### config.mk
export PLATFORM = sky130hd
export DESIGN_NAME = i2c_temp_responder_flat
export DESIGN_NICKNAME = d
export VERILOG_FILES = /design/src/rtl/i2c_pkg.sv /design/src/rtl/i2c_temp_responder_if.sv /design/src/rtl/i2c_bus_monitor.sv /design/src/rtl/i2c_temp_responder.sv /design/src/flat_wrapper.sv
export SDC_FILE = /design/constraint.sdc
export NUM_CORES = 1
export LEC_CHECK = 0
export ABC_CLOCK_PERIOD_IN_PS = 2300
export CAP_MARGIN = 20
export CORE_MARGIN = 4
export CORE_UTILIZATION = 25
export CTS_BUF_LIST = sky130_fd_sc_hd__clkbuf_2
export CTS_CLUSTER_SIZE = 20
export DETAILED_ROUTE_END_ITERATION = 6
export PLACE_DENSITY = 0.41
export SETUP_SLACK_MARGIN = 0.02
export SYNTH_ARGS = -nofsm -noshare
export SYNTH_HDL_FRONTEND = slang
export SYNTH_SLANG_ARGS = --single-unit
### constraint.sdc
create_clock -name clk -period 2.3 [get_ports clk]
set_input_delay 0.46 -clock clk [delete_from_list [all_inputs] [get_ports clk]]
set_output_delay 0.46 -clock clk [all_outputs]
set_load 0.05 [all_outputs]
### src/rtl/i2c_pkg.sv
// Shared I2C definitions: FSM state encoding, default device address, ACK levels
// and a small majority-vote helper for the optional input glitch filter.
package i2c_pkg;

  localparam logic [6:0] DEFAULT_TEMP_ADDR = 7'h48;
  localparam logic       I2C_ACK           = 1'b0;
  localparam logic       I2C_NACK          = 1'b1;

  typedef enum logic [2:0] {
    ST_IDLE,
    ST_ADDR,
    ST_ADDR_ACK,
    ST_TX_BYTE,
    ST_TX_MACK,
    ST_RX_BYTE,
    ST_RX_ACK,
    ST_IGNORE
  } i2c_state_e;

  function automatic logic maj3(input logic [2:0] v);
    return (v[0] & v[1]) | (v[0] & v[2]) | (v[1] & v[2]);
  endfunction

endpackage

### src/rtl/i2c_temp_responder_if.sv
// I2C pin bundle seen by the temperature responder. The bus side (master
// modport) supplies SCL/SDA levels; the target (slave modport) returns the
// open-drain SDA pull-down enable. SCL is never driven by the target.
interface i2c_temp_responder_if;
  logic scl_in;
  logic sda_in;
  logic sda_oe;

  modport master (output scl_in, output sda_in, input sda_oe);
  modport slave  (input scl_in, input sda_in, output sda_oe);
endinterface

### src/rtl/i2c_bus_monitor.sv
// Oversampling I2C bus monitor: 2-FF synchronizers, edge history and
// SCL edge / START / STOP pulses. Optional filter: I2C_GLITCH_FILTER_EN.
module i2c_bus_monitor
  import i2c_pkg::*;
(
  input  logic clk,
  input  logic rst_n,
  input  logic scl_in,
  input  logic sda_in,
  output logic scl_lvl,
  output logic sda_lvl,
  output logic scl_rise,
  output logic scl_fall,
  output logic start_det,
  output logic stop_det
);

  // Everything resets to the idle-bus level so reset release never fakes an edge.
  logic [1:0] scl_sync_q, scl_sync_d;
  logic [1:0] sda_sync_q, sda_sync_d;
  logic       scl_hist_q, scl_hist_d;
  logic       sda_hist_q, sda_hist_d;

`ifdef I2C_GLITCH_FILTER_EN
  logic [2:0] scl_win_q, scl_win_d;
  logic [2:0] sda_win_q, sda_win_d;

  always_comb begin
    scl_win_d = {scl_win_q[1:0], scl_sync_q[1]};
    sda_win_d = {sda_win_q[1:0], sda_sync_q[1]};
    scl_lvl   = maj3(scl_win_q);
    sda_lvl   = maj3(sda_win_q);
  end

  always_ff @(posedge clk or negedge rst_n) begin
    if (!rst_n) begin
      scl_win_q <= 3'b111;
      sda_win_q <= 3'b111;
    end else begin
      scl_win_q <= scl_win_d;
      sda_win_q <= sda_win_d;
    end
  end
`else
  always_comb begin
    scl_lvl = scl_sync_q[1];
    sda_lvl = sda_sync_q[1];
  end
`endif

  always_comb begin
    scl_sync_d = {scl_sync_q[0], scl_in};
    sda_sync_d = {sda_sync_q[0], sda_in};
    scl_hist_d = scl_lvl;
    sda_hist_d = sda_lvl;
    scl_rise   = scl_lvl & ~scl_hist_q;
    scl_fall   = ~scl_lvl & scl_hist_q;
    start_det  = scl_lvl & scl_hist_q & sda_hist_q & ~sda_lvl;
    stop_det   = scl_lvl & scl_hist_q & ~sda_hist_q & sda_lvl;
  end

  always_ff @(posedge clk or negedge rst_n) begin
    if (!rst_n) begin
      scl_sync_q <= 2'b11;
      sda_sync_q <= 2'b11;
      scl_hist_q <= 1'b1;
      sda_hist_q <= 1'b1;
    end else begin
      scl_sync_q <= scl_sync_d;
      sda_sync_q <= sda_sync_d;
      scl_hist_q <= scl_hist_d;
      sda_hist_q <= sda_hist_d;
    end
  end

endmodule

### src/rtl/i2c_temp_responder.sv
// I2C target emulating a temperature sensor: ACKs DEV_ADDR, returns a coherent
// 16-bit snapshot on reads, ACKs and discards writes. Filter macro: I2C_GLITCH_FILTER_EN.
module i2c_temp_responder
  import i2c_pkg::*;
#(
  parameter logic [6:0] DEV_ADDR = DEFAULT_TEMP_ADDR
) (
  input  logic                 clk,
  input  logic                 reset,
  i2c_temp_responder_if.slave  bus,
  input  logic [15:0]          temp_data,
  output logic                 busy,
  output logic                 rd_done,
  output i2c_state_e           state_dbg
);

  logic scl_lvl, sda_lvl, scl_rise, scl_fall, start_det, stop_det;

  i2c_bus_monitor u_mon (
    .clk       (clk),
    .rst_n     (reset),
    .scl_in    (bus.scl_in),
    .sda_in    (bus.sda_in),
    .scl_lvl   (scl_lvl),
    .sda_lvl   (sda_lvl),
    .scl_rise  (scl_rise),
    .scl_fall  (scl_fall),
    .start_det (start_det),
    .stop_det  (stop_det)
  );

  i2c_state_e  state_q, state_d;
  logic [3:0]  cnt_q, cnt_d;
  logic [7:0]  shift_q, shift_d;
  logic [15:0] snap_q, snap_d;
  logic [7:0]  tx_q, tx_d;
  logic        rw_q, rw_d;
  logic        ack_ph_q, ack_ph_d;
  logic        byte_lo_q, byte_lo_d;
  logic        sda_oe_q, sda_oe_d;
  logic        busy_q, busy_d;
  logic        rd_done_q, rd_done_d;
  logic [7:0]  in_byte;

  always_comb begin
    in_byte   = {shift_q[6:0], sda_lvl};
    state_d   = state_q;
    cnt_d     = cnt_q;
    shift_d   = shift_q;
    snap_d    = snap_q;
    tx_d      = tx_q;
    rw_d      = rw_q;
    ack_ph_d  = ack_ph_q;
    byte_lo_d = byte_lo_q;
    sda_oe_d  = sda_oe_q;
    busy_d    = busy_q;
    rd_done_d = 1'b0;

    if (stop_det) begin
      state_d  = ST_IDLE;
      sda_oe_d = 1'b0;
      busy_d   = 1'b0;
    end else if (start_det) begin
      state_d  = ST_ADDR;
      cnt_d    = 4'd0;
      sda_oe_d = 1'b0;
      busy_d   = 1'b0;
    end else begin
      unique case (state_q)
        ST_ADDR: if (scl_rise) begin
          shift_d = in_byte;
          cnt_d   = cnt_q + 4'd1;
          if (cnt_q == 4'd7) begin
            cnt_d = 4'd0;
            if (in_byte[7:1] == DEV_ADDR) begin
              state_d  = ST_ADDR_ACK;
              busy_d   = 1'b1;
              rw_d     = in_byte[0];
              ack_ph_d = 1'b0;
              // Snapshot on the match clock so both bytes come from one sample.
              if (in_byte[0]) snap_d = temp_data;
            end else begin
              state_d = ST_IGNORE;
            end
          end
        end
        ST_ADDR_ACK, ST_RX_ACK: if (scl_fall) begin
          if (!ack_ph_q) begin
            sda_oe_d = 1'b1;
            ack_ph_d = 1'b1;
          end else begin
            ack_ph_d = 1'b0;
            if (state_q == ST_ADDR_ACK && rw_q) begin
              // First data bit goes out on the same edge that ends the ACK.
              state_d   = ST_TX_BYTE;
              sda_oe_d  = ~snap_q[15];
              tx_d      = {snap_q[14:8], 1'b0};
              cnt_d     = 4'd1;
              byte_lo_d = 1'b0;
            end else begin
              state_d  = ST_RX_BYTE;
              sda_oe_d = 1'b0;
              cnt_d    = 4'd0;
            end
          end
        end
        ST_TX_BYTE: if (scl_fall) begin
          if (cnt_q == 4'd8) begin
            state_d  = ST_TX_MACK;
            sda_oe_d = 1'b0;
          end else begin
            sda_oe_d = ~tx_q[7];
            tx_d     = {tx_q[6:0], 1'b0};
            cnt_d    = cnt_q + 4'd1;
          end
        end
        ST_TX_MACK: if (scl_rise) begin
          rd_done_d = byte_lo_q;
          if (sda_lvl == I2C_ACK) begin
            state_d   = ST_TX_BYTE;
            cnt_d     = 4'd0;
            byte_lo_d = ~byte_lo_q;
            tx_d      = byte_lo_q ? snap_q[15:8] : snap_q[7:0];
          end else begin
            state_d = ST_IGNORE;
            busy_d  = 1'b0;
          end
        end
        ST_RX_BYTE: if (scl_rise) begin
          shift_d = in_byte;
          cnt_d   = cnt_q + 4'd1;
          if (cnt_q == 4'd7) begin
            cnt_d    = 4'd0;
            state_d  = ST_RX_ACK;
            ack_ph_d = 1'b0;
          end
        end
        default: sda_oe_d = 1'b0;
      endcase
    end
  end

  always_ff @(posedge clk or negedge reset) begin
    if (!reset) begin
      state_q   <= ST_IDLE;
      cnt_q     <= 4'd0;
      shift_q   <= 8'd0;
      snap_q    <= 16'd0;
      tx_q      <= 8'd0;
      rw_q      <= 1'b0;
      ack_ph_q  <= 1'b0;
      byte_lo_q <= 1'b0;
      sda_oe_q  <= 1'b0;
      busy_q    <= 1'b0;
      rd_done_q <= 1'b0;
    end else begin
      state_q   <= state_d;
      cnt_q     <= cnt_d;
      shift_q   <= shift_d;
      snap_q    <= snap_d;
      tx_q      <= tx_d;
      rw_q      <= rw_d;
      ack_ph_q  <= ack_ph_d;
      byte_lo_q <= byte_lo_d;
      sda_oe_q  <= sda_oe_d;
      busy_q    <= busy_d;
      rd_done_q <= rd_done_d;
    end
  end

  assign bus.sda_oe = sda_oe_q;
  assign busy       = busy_q;
  assign rd_done    = rd_done_q;
  assign state_dbg  = state_q;

endmodule

### src/flat_wrapper.sv
// flat-port wrapper written by rule: the top's interface ports become plain ports
module i2c_temp_responder_flat import i2c_pkg::*;
#(
  parameter logic [6:0] DEV_ADDR = DEFAULT_TEMP_ADDR
)
  (clk, reset, temp_data, busy, rd_done, state_dbg, bus_scl_in, bus_sda_in, bus_sda_oe);
  i2c_temp_responder_if bus_i ();
  input  logic clk;
  input  logic reset;
  input  logic [15:0] temp_data;
  output logic busy;
  output logic rd_done;
  output i2c_state_e state_dbg;
  input wire logic [$bits(bus_i.scl_in)-1:0] bus_scl_in;
  input wire logic [$bits(bus_i.sda_in)-1:0] bus_sda_in;
  output wire logic [$bits(bus_i.sda_oe)-1:0] bus_sda_oe;
  assign bus_i.scl_in = bus_scl_in;
  assign bus_i.sda_in = bus_sda_in;
  assign bus_sda_oe = bus_i.sda_oe;
  i2c_temp_responder #(.DEV_ADDR(DEV_ADDR)) u_core (.clk(clk), .reset(reset), .bus(bus_i), .temp_data(temp_data), .busy(busy), .rd_done(rd_done), .state_dbg(state_dbg));
endmodule
==> flow_metrics.tcl <==
set metrics [dict create \
    syn-instance-count 239 \
    postRouteAntennaNets 0 \
    ff_latch_area_um2 1260 \
    r2r_end "u_core.tx_q[2]" \
    core_um2 10400 \
    track_usage 0.108 \
    die-area_um2 12600 \
    antenna_found_initial 1 \
    multi_input_area_um2 1360 \
    final_common_cell "dfrtp_1" \
    crit_fanout 16 \
    hold_class "in -> reg" \
    p_switching_mw 1.48 \
    nets 298 \
    grt_max_degree 26 \
    ys_ff_latch 50 \
    power_density_nw_per_um2 1100 \
    grt_pass1_wl_mm 11.1 \
    ys_types 60 \
    finalWeightedCongestion 0.823 \
    required_ns 1.84 \
    ios 26 \
    clock_path_buffers 2 \
    num-fill-cells 1082 \
    whs_path_depth 1 \
    syn_to_final_growth_pct 21.1 \
    drt-pass1-iter-count 4 \
    finClkSkew_ns 0.0420 \
    fmax_mhz 453 \
    vias 2051 \
    p_total_mw 3.60 \
    cts_buffers 5 \
    power.internal_mw 2.11 \
    dpl.hpwl_mm 4.92 \
    synth.avg_cell_area_um2 11.3 \
    r2r-start "u_core.u_mon.scl_sync_q[1]" \
    rows 37 \
    ys_warn_count 0 \
    worstPathArrival_ns 1.75 \
    io_buffers 25 \
    startpoint_type "register" \
    grt_pass1_vias 2166 \
    routed_via_density 4.95 \
    period_minus_slack_ns 2.21 \
    p_leak_nw 1.33 \
    post_drt_wl_per_cell_um 16.0 \
    clkSlewWorstSetupHoldPaths_ns 0.29 \
    hold_violations 0 \
    min_period_over_period 0.959 \
    slew_viol_final 0 \
    synth-edff-count 0 \
    routed_wl_mm 6.64 \
    drc_errors 0 \
    clkSinkCount 50 \
    synth_area_um2 2710 \
    setup_viol 0 \
    post-cts-setup-buffers 0 \
    htreeDepth 2 \
    hp-start "bus_scl_in" \
    tns_ns 0 \
    outcome "finished clean" \
    start_util 0.260 \
    endpoint_kind "output pin" \
    drt_iter0_drc 111 \
    die_h_um 112 \
    irDropWorstVdd_uv 313 \
    gr-total-overflow 0 \
    die-width_um 112 \
    rsz0062_at_grt "no" \
    critPathKind "reg -> out" \
    r2r_setup_slack_ns 0.17 \
    clockPowerShare 0.133 \
    synthArstFlopShare 1.00 \
    root_buffer "clkbuf_2" \
    pwr-share-seq 0.387 \
    swShare 0.412 \
    cap_violations 0 \
    p_comb_frac 0.480 \
    reg2reg_depth 5 \
    holdPathEnd "u_core.u_mon.scl_sync_q[0]" \
    tightest_slew_ns 0.562 \
    synth_ff_type "dfrtp_1" \
    layout-drive-gt1-share 0.256 \
    clk-insertion-delay-late_ns 0.44 \
    cts_tree "done" \
    slew-limit-headroom 0.624 \
    final_cell_mix "dfrtp_1 (44), nor2_1 (21), mux2_2 (21), clkdlybuf4s50_1 (21), buf_4 (17)" \
    syn-num-nets 261 \
    synth_seq_area_share 0.465 \
]
==> synthesized netlist by cell type (2+ instances only) <==
master     instances  area share
nand3b_1           4       0.011
o22ai_1            3      0.0069
dfstp_2            6       0.058
a221o_1            7       0.026
nor3_1             3      0.0055
nor2_1            21       0.029
a2111oi_0          2      0.0065
or2_2              2      0.0046
o21ai_1            3      0.0055
mux2_2            21       0.087
ha_1               2      0.0092
a211oi_1           3      0.0083
nand2_1            8       0.011
a21o_1             2      0.0055
mux2_1            10       0.042
mux2i_1            8       0.030
o221ai_1           2      0.0065
buf_2              5      0.0092
or3_1              2      0.0046
o31ai_1            2      0.0055
buf_1              4      0.0055
o21ai_0            9       0.017
and3_1             2      0.0046
buf_6              2      0.0083
a21oi_1           11       0.020
inv_2              2      0.0028
o2111ai_1          2      0.0065
nand2b_1           5       0.012
o211ai_1           4       0.011
dfrtp_1           44        0.41
nand3_1            5      0.0092
inv_1              5      0.0069
==> worst max-delay path by stage <==
stage                        start               to  depth (start not counted)
4_1_cts                u_core.busy             busy                          1
5_1_grt        u_core.state_dbg[1]     state_dbg[1]                          3
3_3_place_gp       u_core.cnt_q[0]  u_core.cnt_q[2]                          7
6_report       u_core.state_dbg[1]     state_dbg[1]                          3
3_5_place_dp       u_core.cnt_q[0]  u_core.cnt_q[2]                          7
2_1_floorplan  u_core.state_dbg[2]  u_core.cnt_q[2]                          6
==> critical path, stage by stage (launching register included) <==
cell     delay (ns)
dfrtp_1        0.75
buf_4          0.24
buf_4          0.17
buf_12         0.14
==> area by class of cell <==
type,count,share of cell area
clock inverters,2,0.0114
flip-flops and latches,50,0.384
well taps,136,0.0519
diodes,1,0.000763
inverters,7,0.00801
clock buffers,6,0.00915
repair buffers,42,0.120
multi-input cells,170,0.415
==> stage by stage <==
step                cells  cell area, µm²  worst slack, ns   util  hold slack (ns)
finish                414            3280           0.0947  0.315            0.373
global route          414            3280           0.0172  0.315            0.340
CTS                   413            3270            0.109  0.314            0.345
detailed placement    404            3200            0.132  0.307            0.343
global placement      404            3200            0.113  0.307            0.344
floorplan             239            2710            0.144      -            0.164
==> power groups by stage <==
stage          sequential [mW]  combinational (mW)  clock [mW]
2_1_floorplan             1.37                1.21           0
3_3_place_gp              1.41                1.74           0
3_5_place_dp              1.41                1.72           0
4_1_cts                   1.39                1.73       0.511
5_1_grt                   1.43                1.90       0.539
6_report                  1.39                1.73       0.479
==> sequential cells by signal, summed over array words and instances, names as in the netlist, 2 cells and up <==
register                 flops
u_core.state_dbg             3
u_core.u_mon.scl_sync_q      2
u_core.cnt_q                 4
u_core.u_mon.sda_sync_q      2
u_core.shift_q               7
u_core.snap_q               16
u_core.tx_q                  8
==> logic make-up after synthesis <==
| family | count (synthesis) | synth area share |
|---|---|---|
| and+or+nand+nor | 65 | 0.143 |
| AOI/OAI and AO/OA | 62 | 0.184 |
| adders and majority gates | 3 | 0.0129 |
| muxes | 39 | 0.158 |
| xor gates and xnor gates | 1 | 0.00323 |
| buffers and inverters | 19 | 0.0342 |
| DFF | 50 | 0.465 |
==> per-layer routing <==
layer / global-route usage / wire length (µm)
met1: 0.144 / 3190
met5: 0 / 0
met2: 0.181 / 3170
met3: 0.0162 / 213
met4: 0.0337 / 68
==> repair_timing <==
action / 4_1_cts / 5_1_grt
hold buffers: 1 / 0
endpoints found under the setup margin: 0 / 1
hold endpoints to repair: 8 / 0
gates resized for setup: 0 / 1
No activity file was read; power rests on OpenSTA's default activity.
